$ cat src/rtl/mem_port_arbiter_if.sv
// Bus bundle between the fetch/data requesters, the port arbiter and the shared memory.
// The slave modport is the arbiter's view; master is the view of whatever drives it.
interface mem_port_arbiter_if;
    logic        i_req;
    logic [31:0] i_addr;
    logic [31:0] i_rdata;
    logic        i_ack;
    logic        d_req;
    logic        d_we;
    logic [31:0] d_addr;
    logic [31:0] d_wdata;
    logic [31:0] d_rdata;
    logic        d_ack;
    logic        mem_re;
    logic        mem_we;
    logic [31:0] mem_addr;
    logic [31:0] mem_wdata;
    logic [31:0] mem_rdata;
    logic        mem_done;

    modport slave (
        input  i_req, i_addr, d_req, d_we, d_addr, d_wdata, mem_rdata, mem_done,
        output i_rdata, i_ack, d_rdata, d_ack, mem_re, mem_we, mem_addr, mem_wdata
    );

    modport master (
        output i_req, i_addr, d_req, d_we, d_addr, d_wdata, mem_rdata, mem_done,
        input  i_rdata, i_ack, d_rdata, d_ack, mem_re, mem_we, mem_addr, mem_wdata
    );
endinterface

$ cat src/rtl/mem_port_arbiter.sv
// Round-robin sharing of one slow memory port between the fetch and data sides, with
// per-transaction sequencing, a forced idle gap afterwards and a completion watchdog.
module mem_port_arbiter #(
    parameter int unsigned TIMEOUT    = 64,
    parameter int unsigned GAP_CYCLES = 1
) (
    input  logic              CLK,
    input  logic              RST,
    mem_port_arbiter_if.slave bus,
    output logic              busy,
    output logic              timeout_err
);
    localparam logic [1:0]  ST_IDLE    = 2'd0;
    localparam logic [1:0]  ST_ACCESS  = 2'd1;
    localparam logic [1:0]  ST_RESPOND = 2'd2;
    localparam logic [1:0]  ST_GAP     = 2'd3;
    localparam logic [7:0]  TIMEOUT_C  = TIMEOUT[7:0];
    localparam logic [3:0]  GAP_C      = GAP_CYCLES[3:0];
    localparam logic [31:0] ABORT_WORD = 32'hDEADBEEF;
    localparam logic        SIDE_I     = 1'b0;
    localparam logic        SIDE_D     = 1'b1;

    logic [1:0]  state_q, state_d;
    logic        op_we_q, op_we_d;
    logic        op_side_q, op_side_d;
    logic        last_grant_q, last_grant_d;
    logic [31:0] mem_addr_q, mem_addr_d;
    logic [31:0] mem_wdata_q, mem_wdata_d;
    logic [31:0] i_rdata_q, i_rdata_d;
    logic [31:0] d_rdata_q, d_rdata_d;
    logic        i_ack_q, i_ack_d;
    logic        d_ack_q, d_ack_d;
    logic [7:0]  acc_cnt_q, acc_cnt_d;
    logic [3:0]  gap_cnt_q, gap_cnt_d;
    logic        timeout_err_q, timeout_err_d;

    logic        grant_any_s;
    logic        grant_side_s;
    logic        access_done_s;
    logic        access_abort_s;
    logic [31:0] resp_word_s;

    // The first ACCESS cycle ignores mem_done so a level left over from the previous access cannot complete this one.
    assign access_done_s  = (state_q == ST_ACCESS) && (acc_cnt_q != 8'd1) && bus.mem_done;
    assign access_abort_s = (state_q == ST_ACCESS) && !access_done_s && (acc_cnt_q == TIMEOUT_C);
    assign resp_word_s    = access_done_s ? bus.mem_rdata : ABORT_WORD;

    // Round-robin pick: on a tie the side that did not win last time is granted.
    always_comb begin
        grant_any_s = bus.i_req | bus.d_req;
        if (bus.i_req && bus.d_req) begin
            grant_side_s = ~last_grant_q;
        end else if (bus.d_req) begin
            grant_side_s = SIDE_D;
        end else begin
            grant_side_s = SIDE_I;
        end
    end

    // Transaction sequencer next-state logic.
    always_comb begin
        state_d       = state_q;
        op_we_d       = op_we_q;
        op_side_d     = op_side_q;
        last_grant_d  = last_grant_q;
        mem_addr_d    = mem_addr_q;
        mem_wdata_d   = mem_wdata_q;
        i_rdata_d     = i_rdata_q;
        d_rdata_d     = d_rdata_q;
        i_ack_d       = 1'b0;
        d_ack_d       = 1'b0;
        acc_cnt_d     = acc_cnt_q;
        gap_cnt_d     = gap_cnt_q;
        timeout_err_d = timeout_err_q;

        case (state_q)
            ST_IDLE: begin
                if (grant_any_s) begin
                    op_side_d    = grant_side_s;
                    last_grant_d = grant_side_s;
                    op_we_d      = (grant_side_s == SIDE_D) ? bus.d_we : 1'b0;
                    mem_addr_d   = (grant_side_s == SIDE_D) ? bus.d_addr : bus.i_addr;
                    mem_wdata_d  = (grant_side_s == SIDE_D) ? bus.d_wdata : 32'h0000_0000;
                    acc_cnt_d    = 8'd1;
                    state_d      = ST_ACCESS;
                end else begin
                    state_d = ST_IDLE;
                end
            end
            ST_ACCESS: begin
                if (access_done_s || access_abort_s) begin
                    state_d   = ST_RESPOND;
                    acc_cnt_d = 8'd0;
                    if (access_abort_s) begin
                        timeout_err_d = 1'b1;
                    end else begin
                        timeout_err_d = timeout_err_q;
                    end
                    if (op_side_q == SIDE_D) begin
                        d_ack_d = 1'b1;
                        // A write returns no data; the read-data register keeps its last value.
                        if (!op_we_q) begin
                            d_rdata_d = resp_word_s;
                        end else begin
                            d_rdata_d = d_rdata_q;
                        end
                    end else begin
                        i_ack_d   = 1'b1;
                        i_rdata_d = resp_word_s;
                    end
                end else begin
                    acc_cnt_d = acc_cnt_q + 8'd1;
                end
            end
            ST_RESPOND: begin
                gap_cnt_d = 4'd1;
                state_d   = ST_GAP;
            end
            ST_GAP: begin
                if (gap_cnt_q >= GAP_C) begin
                    gap_cnt_d = 4'd0;
                    state_d   = ST_IDLE;
                end else begin
                    gap_cnt_d = gap_cnt_q + 4'd1;
                end
            end
            default: begin
                state_d = ST_IDLE;
            end
        endcase
    end

    // State registers with synchronous reset; an in-flight transaction is simply dropped.
    always_ff @(posedge CLK) begin
        if (RST) begin
            state_q       <= ST_IDLE;
            op_we_q       <= 1'b0;
            op_side_q     <= SIDE_I;
            last_grant_q  <= SIDE_I;
            mem_addr_q    <= 32'h0000_0000;
            mem_wdata_q   <= 32'h0000_0000;
            i_rdata_q     <= 32'h0000_0000;
            d_rdata_q     <= 32'h0000_0000;
            i_ack_q       <= 1'b0;
            d_ack_q       <= 1'b0;
            acc_cnt_q     <= 8'd0;
            gap_cnt_q     <= 4'd0;
            timeout_err_q <= 1'b0;
        end else begin
            state_q       <= state_d;
            op_we_q       <= op_we_d;
            op_side_q     <= op_side_d;
            last_grant_q  <= last_grant_d;
            mem_addr_q    <= mem_addr_d;
            mem_wdata_q   <= mem_wdata_d;
            i_rdata_q     <= i_rdata_d;
            d_rdata_q     <= d_rdata_d;
            i_ack_q       <= i_ack_d;
            d_ack_q       <= d_ack_d;
            acc_cnt_q     <= acc_cnt_d;
            gap_cnt_q     <= gap_cnt_d;
            timeout_err_q <= timeout_err_d;
        end
    end

    assign bus.mem_re    = (state_q == ST_ACCESS) & ~op_we_q;
    assign bus.mem_we    = (state_q == ST_ACCESS) & op_we_q;
    assign bus.mem_addr  = mem_addr_q;
    assign bus.mem_wdata = mem_wdata_q;
    assign bus.i_rdata   = i_rdata_q;
    assign bus.d_rdata   = d_rdata_q;
    assign bus.i_ack     = i_ack_q;
    assign bus.d_ack     = d_ack_q;
    assign busy          = (state_q != ST_IDLE);
    assign timeout_err   = timeout_err_q;
endmodule
$ cat src/flat_wrapper.sv
// flat-port wrapper written by rule: the top's interface ports become plain ports
module mem_port_arbiter_flat 
#(
    parameter int unsigned TIMEOUT    = 64,
    parameter int unsigned GAP_CYCLES = 1
)
  (CLK, RST, busy, timeout_err, bus_i_req, bus_i_addr, bus_d_req, bus_d_we, bus_d_addr, bus_d_wdata, bus_mem_rdata, bus_mem_done, bus_i_rdata, bus_i_ack, bus_d_rdata, bus_d_ack, bus_mem_re, bus_mem_we, bus_mem_addr, bus_mem_wdata);
  mem_port_arbiter_if bus_i ();
  input  logic CLK;
  input  logic RST;
  output logic busy;
  output logic timeout_err;
  input wire logic [$bits(bus_i.i_req)-1:0] bus_i_req;
  input wire logic [$bits(bus_i.i_addr)-1:0] bus_i_addr;
  input wire logic [$bits(bus_i.d_req)-1:0] bus_d_req;
  input wire logic [$bits(bus_i.d_we)-1:0] bus_d_we;
  input wire logic [$bits(bus_i.d_addr)-1:0] bus_d_addr;
  input wire logic [$bits(bus_i.d_wdata)-1:0] bus_d_wdata;
  input wire logic [$bits(bus_i.mem_rdata)-1:0] bus_mem_rdata;
  input wire logic [$bits(bus_i.mem_done)-1:0] bus_mem_done;
  output wire logic [$bits(bus_i.i_rdata)-1:0] bus_i_rdata;
  output wire logic [$bits(bus_i.i_ack)-1:0] bus_i_ack;
  output wire logic [$bits(bus_i.d_rdata)-1:0] bus_d_rdata;
  output wire logic [$bits(bus_i.d_ack)-1:0] bus_d_ack;
  output wire logic [$bits(bus_i.mem_re)-1:0] bus_mem_re;
  output wire logic [$bits(bus_i.mem_we)-1:0] bus_mem_we;
  output wire logic [$bits(bus_i.mem_addr)-1:0] bus_mem_addr;
  output wire logic [$bits(bus_i.mem_wdata)-1:0] bus_mem_wdata;
  assign bus_i.i_req = bus_i_req;
  assign bus_i.i_addr = bus_i_addr;
  assign bus_i.d_req = bus_d_req;
  assign bus_i.d_we = bus_d_we;
  assign bus_i.d_addr = bus_d_addr;
  assign bus_i.d_wdata = bus_d_wdata;
  assign bus_i.mem_rdata = bus_mem_rdata;
  assign bus_i.mem_done = bus_mem_done;
  assign bus_i_rdata = bus_i.i_rdata;
  assign bus_i_ack = bus_i.i_ack;
  assign bus_d_rdata = bus_i.d_rdata;
  assign bus_d_ack = bus_i.d_ack;
  assign bus_mem_re = bus_i.mem_re;
  assign bus_mem_we = bus_i.mem_we;
  assign bus_mem_addr = bus_i.mem_addr;
  assign bus_mem_wdata = bus_i.mem_wdata;
  mem_port_arbiter #(.TIMEOUT(TIMEOUT), .GAP_CYCLES(GAP_CYCLES)) u_core (.CLK(CLK), .RST(RST), .bus(bus_i), .busy(busy), .timeout_err(timeout_err));
endmodule
$ cat config.mk
export PLATFORM = sky130hd
export DESIGN_NAME = mem_port_arbiter_flat
export DESIGN_NICKNAME = d
export VERILOG_FILES = /design/src/rtl/mem_port_arbiter_if.sv /design/src/rtl/mem_port_arbiter.sv /design/src/flat_wrapper.sv
export SDC_FILE = /design/constraint.sdc
export NUM_CORES = 1
export LEC_CHECK = 0
export ABC_AREA = 1
export CORE_MARGIN = 2
export CORE_UTILIZATION = 43
export CTS_CLUSTER_SIZE = 10
export DETAILED_ROUTE_END_ITERATION = 12
export PLACE_DENSITY = 0.9
export REMOVE_ABC_BUFFERS = 1
export SLEW_MARGIN = 20
export SYNTH_ARGS = -nofsm -noshare
export SYNTH_HDL_FRONTEND = slang
export SYNTH_SLANG_ARGS = --single-unit
export TNS_END_PERCENT = 20
$ cat constraint.sdc
create_clock -name CLK -period 2.3 [get_ports CLK]
set_input_delay 0.345 -clock CLK [delete_from_list [all_inputs] [get_ports CLK]]
set_output_delay 0.345 -clock CLK [all_outputs]
set_load 0.005 [all_outputs]
## Yosys cells after proc, flatten, opt, wreduce, memory -nomap -nowiden

Cells that the tools add are included.

- Bits in registers: 147
- Input port bits: 134
- Output and inout port bits: 134
- Logic and storage cells: 65

- Add/sub/neg operators: 2
- $lt $le $gt $ge: 1
- Equal/unequal tests: 8
- Muxes and demuxes: 17
- Bitwise operators: 7
- Reductions and logical operators: 18

Operators with widths:

| cell | count |
|---|---|
| two-way mux 32 bit | 3 |
| two-way mux 8 bit | 2 |
| one-hot mux 8 bit (2 select lines) | 1 |
| adder 8 x 1 -> 8 bit (second input constant) | 1 |
| equality test 8 x 7 -> 1 bit (second input constant) | 1 |
| inequality test 8 x 1 -> 1 bit (second input constant) | 1 |
| one-hot mux 2 bit (4 select lines) | 1 |
| one-hot mux 4 bit (2 select lines) | 1 |
| two-way mux 1 bit | 6 |
| AND reduction 2 bit | 3 |
| AND reduction 3 bit | 2 |
| nonzero test 2 bit | 3 |
| logical AND 1 bit | 5 |
| adder 4 x 1 -> 4 bit (second input constant) | 1 |
| equality test 2 bit (second input constant) | 2 |
| >= comparator 4 x 1 -> 1 bit (second input constant) | 1 |
| two-way mux 2 bit | 2 |
| two-way mux 4 bit | 1 |
| inequality test 2 x 1 -> 1 bit (second input constant) | 2 |
| inverter 1 bit | 4 |
| AND reduction 4 bit | 1 |
| OR reduction 3 bit | 1 |
| AND 1 bit | 2 |
| equality test 2 x 1 -> 1 bit (second input constant) | 1 |
| other kinds (5) | 5 |

## Logic depth before layout (Yosys ltp)

- Depth after elaboration: 9
- Gate-level depth with buffers: 12
- Mapped depth without buffers: 11

## Least setup slack after synthesis

OpenSTA, ideal clock, no wires.

- Path kind: reg2reg
- From: register u_core.state_q[0]
- To: register u_core.acc_cnt_q[4]
- Setup time: 0.116 ns
- Data arrival time: 1.621 ns
- Required time: 2.184 ns
- Slack: 0.564 ns
- Stages on the path, launching flop included: 9
- Buffers on the path: 1
- Period minus slack after synthesis: 1.736 ns
- Cell sequence: dfxtp_1 -> inv_1 -> ha_1 -> buf_2 -> o21ai_0 -> inv_1 -> nor2_1 -> xor2_1 -> nor2_1

- Cells in the longest elaborated chain, start to end: 9
- Elaborated cells between the ends (all ways): 13
- Those cells by class: eq/ne (2); mux (2); reduce/logical (9)

RTL lines:

| what | line | source |
|---|---|---|
| start, declared | mem_port_arbiter.sv:23 | `logic [1:0] state_q, state_d;` |
| start signal, assigned | mem_port_arbiter.sv:150 | `state_q <= state_d;` |
| equality test 2 x 1 -> 1 bit | mem_port_arbiter.sv:44, mem_port_arbiter.sv:45, mem_port_arbiter.sv:76 |  |
| logical AND 1 bit (2 in a row) | mem_port_arbiter.sv:44 | `assign access_done_s = (state_q == ST_ACCESS) && (acc_cnt_q != 8'd1) && bus.mem_done;` |
| logical NOT 1 bit | mem_port_arbiter.sv:45 | `assign access_abort_s = (state_q == ST_ACCESS) && !access_done_s && (acc_cnt_q == TIMEOUT_C);` |
| logical AND 1 bit (2 in a row) | mem_port_arbiter.sv:45 |  |
| logical OR 1 bit | mem_port_arbiter.sv:91 | `if (access_done_s \|\| access_abort_s) begin` |
| two-way mux 8 bit | mem_port_arbiter.sv:91 |  |
| one-hot mux 8 bit (2 select lines) | mem_port_arbiter.sv:76 | `case (state_q)` |
| end signal, assigned | mem_port_arbiter.sv:160 | `acc_cnt_q <= acc_cnt_d;` |
| end, declared | mem_port_arbiter.sv:33 | `logic [7:0] acc_cnt_q, acc_cnt_d;` |

Several ways; a longest one is shown, not always the timed one.
A chain may end at the register's enable or synchronous reset.

## Worst setup path after layout

- From: register u_core.state_q[0]
- To: output busy

- Cells in the longest elaborated chain, start to end: 1

RTL lines:

| what | line | source |
|---|---|---|
| nonzero test 2 bit | mem_port_arbiter.sv:174 | `assign busy = (state_q != ST_IDLE);` |
| end, declared | flat_wrapper.sv:11 | `output logic busy;` |

No other way between the ends.

==> results.toml <==
[critical_path]
r2r_start = "u_core.state_q[1]"
r2r_slack_ns = 0.25
worst-endpoint-required_ns = 1.96
cp.arrival_ns = 1.79
cp-end-kind = "primary output"
critPathKind = "flop to primary output"
r2r_end = "u_core.bus.d_rdata[19]"
reg2reg_depth = 7
cp_max_fo = 7
worst_setup_path_start_kind = "flop"

[synthesis]
yosysUniqueCellTypes = 24
synthMuxAreaShare = 0
synth_area_leaders = "dfxtp_1 (47%), nand2_1 (11%), a21oi_1 (8.0%), nand3_1 (5.8%), inv_1 (5.6%)"
synth.most_common_cell = "nand2_1"
yosys.area.top_type = "dfxtp_1"
syn_inst = 873
synth_compound_area_frac = 0.144
synthAdderAreaFrac = 0.0199
synth_top_area_frac = 0.468
synth_seq_cells = 147
syn-cell-area_um2 = 6280
seq_area_frac_synth = 0.468
synthFlopType = "dfxtp_1"
synth_xor_area_frac = 0.00418
synth_top_family_by_area = "simple AND/OR/NAND/NOR gates"
yosys.area_share.simple = 0.266
async_reset_ff_frac = 0
synthTopCellsByCount = "nand2_1 (191), dfxtp_1 (147), a21oi_1 (100)"
synth_edf_count = 0
yosysWarnings = 0
synth.avg_cell_area_um2 = 7.20

[place]
dp_hpwl_um = 13600
portBuffers = 267
place.gp.congestion = 0.892

[global_routing]
antenna_found_initial = 0
met2_usage = 0.425
grt_max_degree = 96
grt_most_used_layer = "met2"
grt_pass1_vias = 6314
track_usage = 0.242
overflow = 0
use_met3 = 0.0777
grt.met1_usage = 0.269
grt_pass1_wl_um = 30700

[route]
drtPass1Iterations = 6
wl_per_cell_um = 14.6
remaining_drc_errors = 0
via_per_inst = 5.10
routed_wl_um = 19200
antenna_left = 0
drt_iter0_drc = 445
routed-via-count = 6678

[worst_hold_path]
hold_class = "flop to flop"
holdPathEnd = "u_core.bus.d_rdata[0]"
hold_path.startpoint = "u_core.bus.d_rdata[0]"
min_delay_path_depth = 2

[cells_and_area]
diodes = 0
layout-drive-gt1-share = 0.0524
area_growth_pct = 53.7
nets = 1256

[clock_tree]
clkLatencyLatePin_ns = 0.42
cts_made_buffers = 17
holdBufCountCts = 0
cts.clk_slew.worst_paths_ns = 0.06
cts_buffer_depth = 2
htreeDepth = 4
cts_tree = "built"
cts.sinks = 147
cts-root-buf = "clkbuf_16"

[timing]
slew_headroom = 0.602
rsz0062_at_grt = "false"
maxSlewViolCount = 0
worstMarginPinSlew_ns = 0.591
min_period_ns = 2.14
worst_hold_slack_ns = 0.443
skew_ns = 0.00877
finalCritPeriodShare = 0.930
hold_viol = 0
setup_tns_ns = 0
fmax_mhz = 467
setup_viol = 0

[die]
start_util = 0.436
coreArea_um2 = 14400
rows = 44
die_w_um = 125
die_y_um = 125
ios = 268
die_area_um2 = 15600

[job]
drv_cap = 0

[power]
leakagePower_nw = 3.81
p_sw_mw = 2.94
peakVddDrop_v = 0.000487
intPower_mw = 6.01
power.density_nw_per_um2 = 927
p_clk_frac = 0.295
sequentialPowerShare = 0.364
combPwrFrac = 0.341
switching_share = 0.328

[status]
outcome = "completed"
==> worst max path at each step <==
| stage | depth (start not counted) | startpoint | slack [ns] | endpoint |
|---|---|---|---|---|
| 3_5_place_dp | 7 | bus_mem_done | 0.28 | u_core.bus.d_rdata[16] |
| 6_report | 4 | u_core.state_q[0] | 0.16 | busy |
| 5_1_grt | 4 | u_core.state_q[0] | 0.07 | busy |
| 3_3_place_gp | 9 | bus_mem_done | 0.36 | u_core.bus.d_rdata[14] |
| 4_1_cts | 4 | u_core.state_q[0] | 0.13 | busy |
| 2_1_floorplan | 6 | u_core.state_q[0] | -0.74 | u_core.bus.mem_addr[0] |
==> layout make-up <==
class	count	area [um^2]
repair buffers	283	2820
multi-input cells	568	2730
inverters	95	357
fillers	1179	4770
clock inverters	11	104
clock buffers	21	470
well taps	184	230
flip-flops and latches	147	2940
==> kinds of logic (layout without fill, tap and decap cells) <==
family,Yosys count,after routing
AO/OA/AOI/OAI,171,171
XOR/XNOR,3,3
adder cells (fa/ha/maj),10,10
buffers and inverters,158,410
flip-flops,147,147
AND/OR/NAND/NOR,384,384
==> per-layer routing <==
| metal | vias up | routed length [um] |
|---|---|---|
| li1 | 3334 | - |
| met3 | 36 | 1730 |
| met4 | 0 | 589 |
| met5 | - | 0 |
| met2 | 300 | 9520 |
| met1 | 3008 | 7330 |
==> repair_timing <==
action                     in CTS  in global routing
resized for setup               1                  0
buffers inserted                0                  0
setup endpoints to repair       1                  0
==> per-stage QoR <==
stage | power (mW) | utilization | cell area, um^2 | cells | setup WS (ns)
after floorplan | 4.62 | - | 6020 | 810 | -0.740
after global placement | 6.26 | 0.630 | 9080 | 1277 | 0.357
after detailed placement | 6.35 | 0.630 | 9080 | 1277 | 0.283
after CTS | 8.99 | 0.670 | 9660 | 1309 | 0.131
after global routing | 9.45 | 0.670 | 9660 | 1309 | 0.0699
final | 8.95 | 0.670 | 9660 | 1309 | 0.160
==> cells in the final DEF, fill, tap and decap left out, types with 3 or more instances in the layout <==
master / Yosys / layout
buf_4: 0 / 13
ha_1: 10 / 10
clkbuf_8: 0 / 3
a31oi_1: 32 / 32
nand3_1: 73 / 73
nand2_2: 3 / 3
nand4_1: 39 / 39
inv_1: 93 / 91
nor3_1: 4 / 4
dfxtp_1: 147 / 147
a21oi_1: 100 / 100
clkdlybuf4s50_1: 0 / 265
clkinvlp_4: 0 / 5
xor2_1: 3 / 3
o21ai_0: 36 / 36
clkbuf_16: 0 / 17
nand2_1: 191 / 191
nor2_1: 70 / 69
buf_12: 0 / 3
==> critical path, cell delays in order, from the launching register on <==
cell             delay [ns]
dfxtp_1                0.38
inv_1                  0.09
ha_1                   0.30
inv_1                  0.11
clkdlybuf4s50_1        0.51
==> power by group through the flow <==
| stage | clock, mW | combinational, mW | sequential [mW] |
|---|---|---|---|
| 5_1_grt | 2.80 | 3.34 | 3.31 |
| 4_1_cts | 2.69 | 3.05 | 3.25 |
| 3_3_place_gp | 0 | 2.98 | 3.28 |
| 3_5_place_dp | 0 | 3.04 | 3.31 |
| 2_1_floorplan | 0 | 1.28 | 3.35 |
| 6_report | 2.64 | 3.05 | 3.26 |
==> sequential cells by signal (all words and copies together) (netlist names) <==
signal and cells:
u_core.bus.i_rdata 32, u_core.gap_cnt_q 4, u_core.op_side_q 1, u_core.bus.mem_wdata 32, u_core.acc_cnt_q 8, u_core.state_q 2, u_core.op_we_q 1, u_core.timeout_err 1
u_core.bus.i_ack 1, u_core.bus.d_ack 1, u_core.bus.mem_addr 32, u_core.bus.d_rdata 32
(Power assumes the default switching activity.)
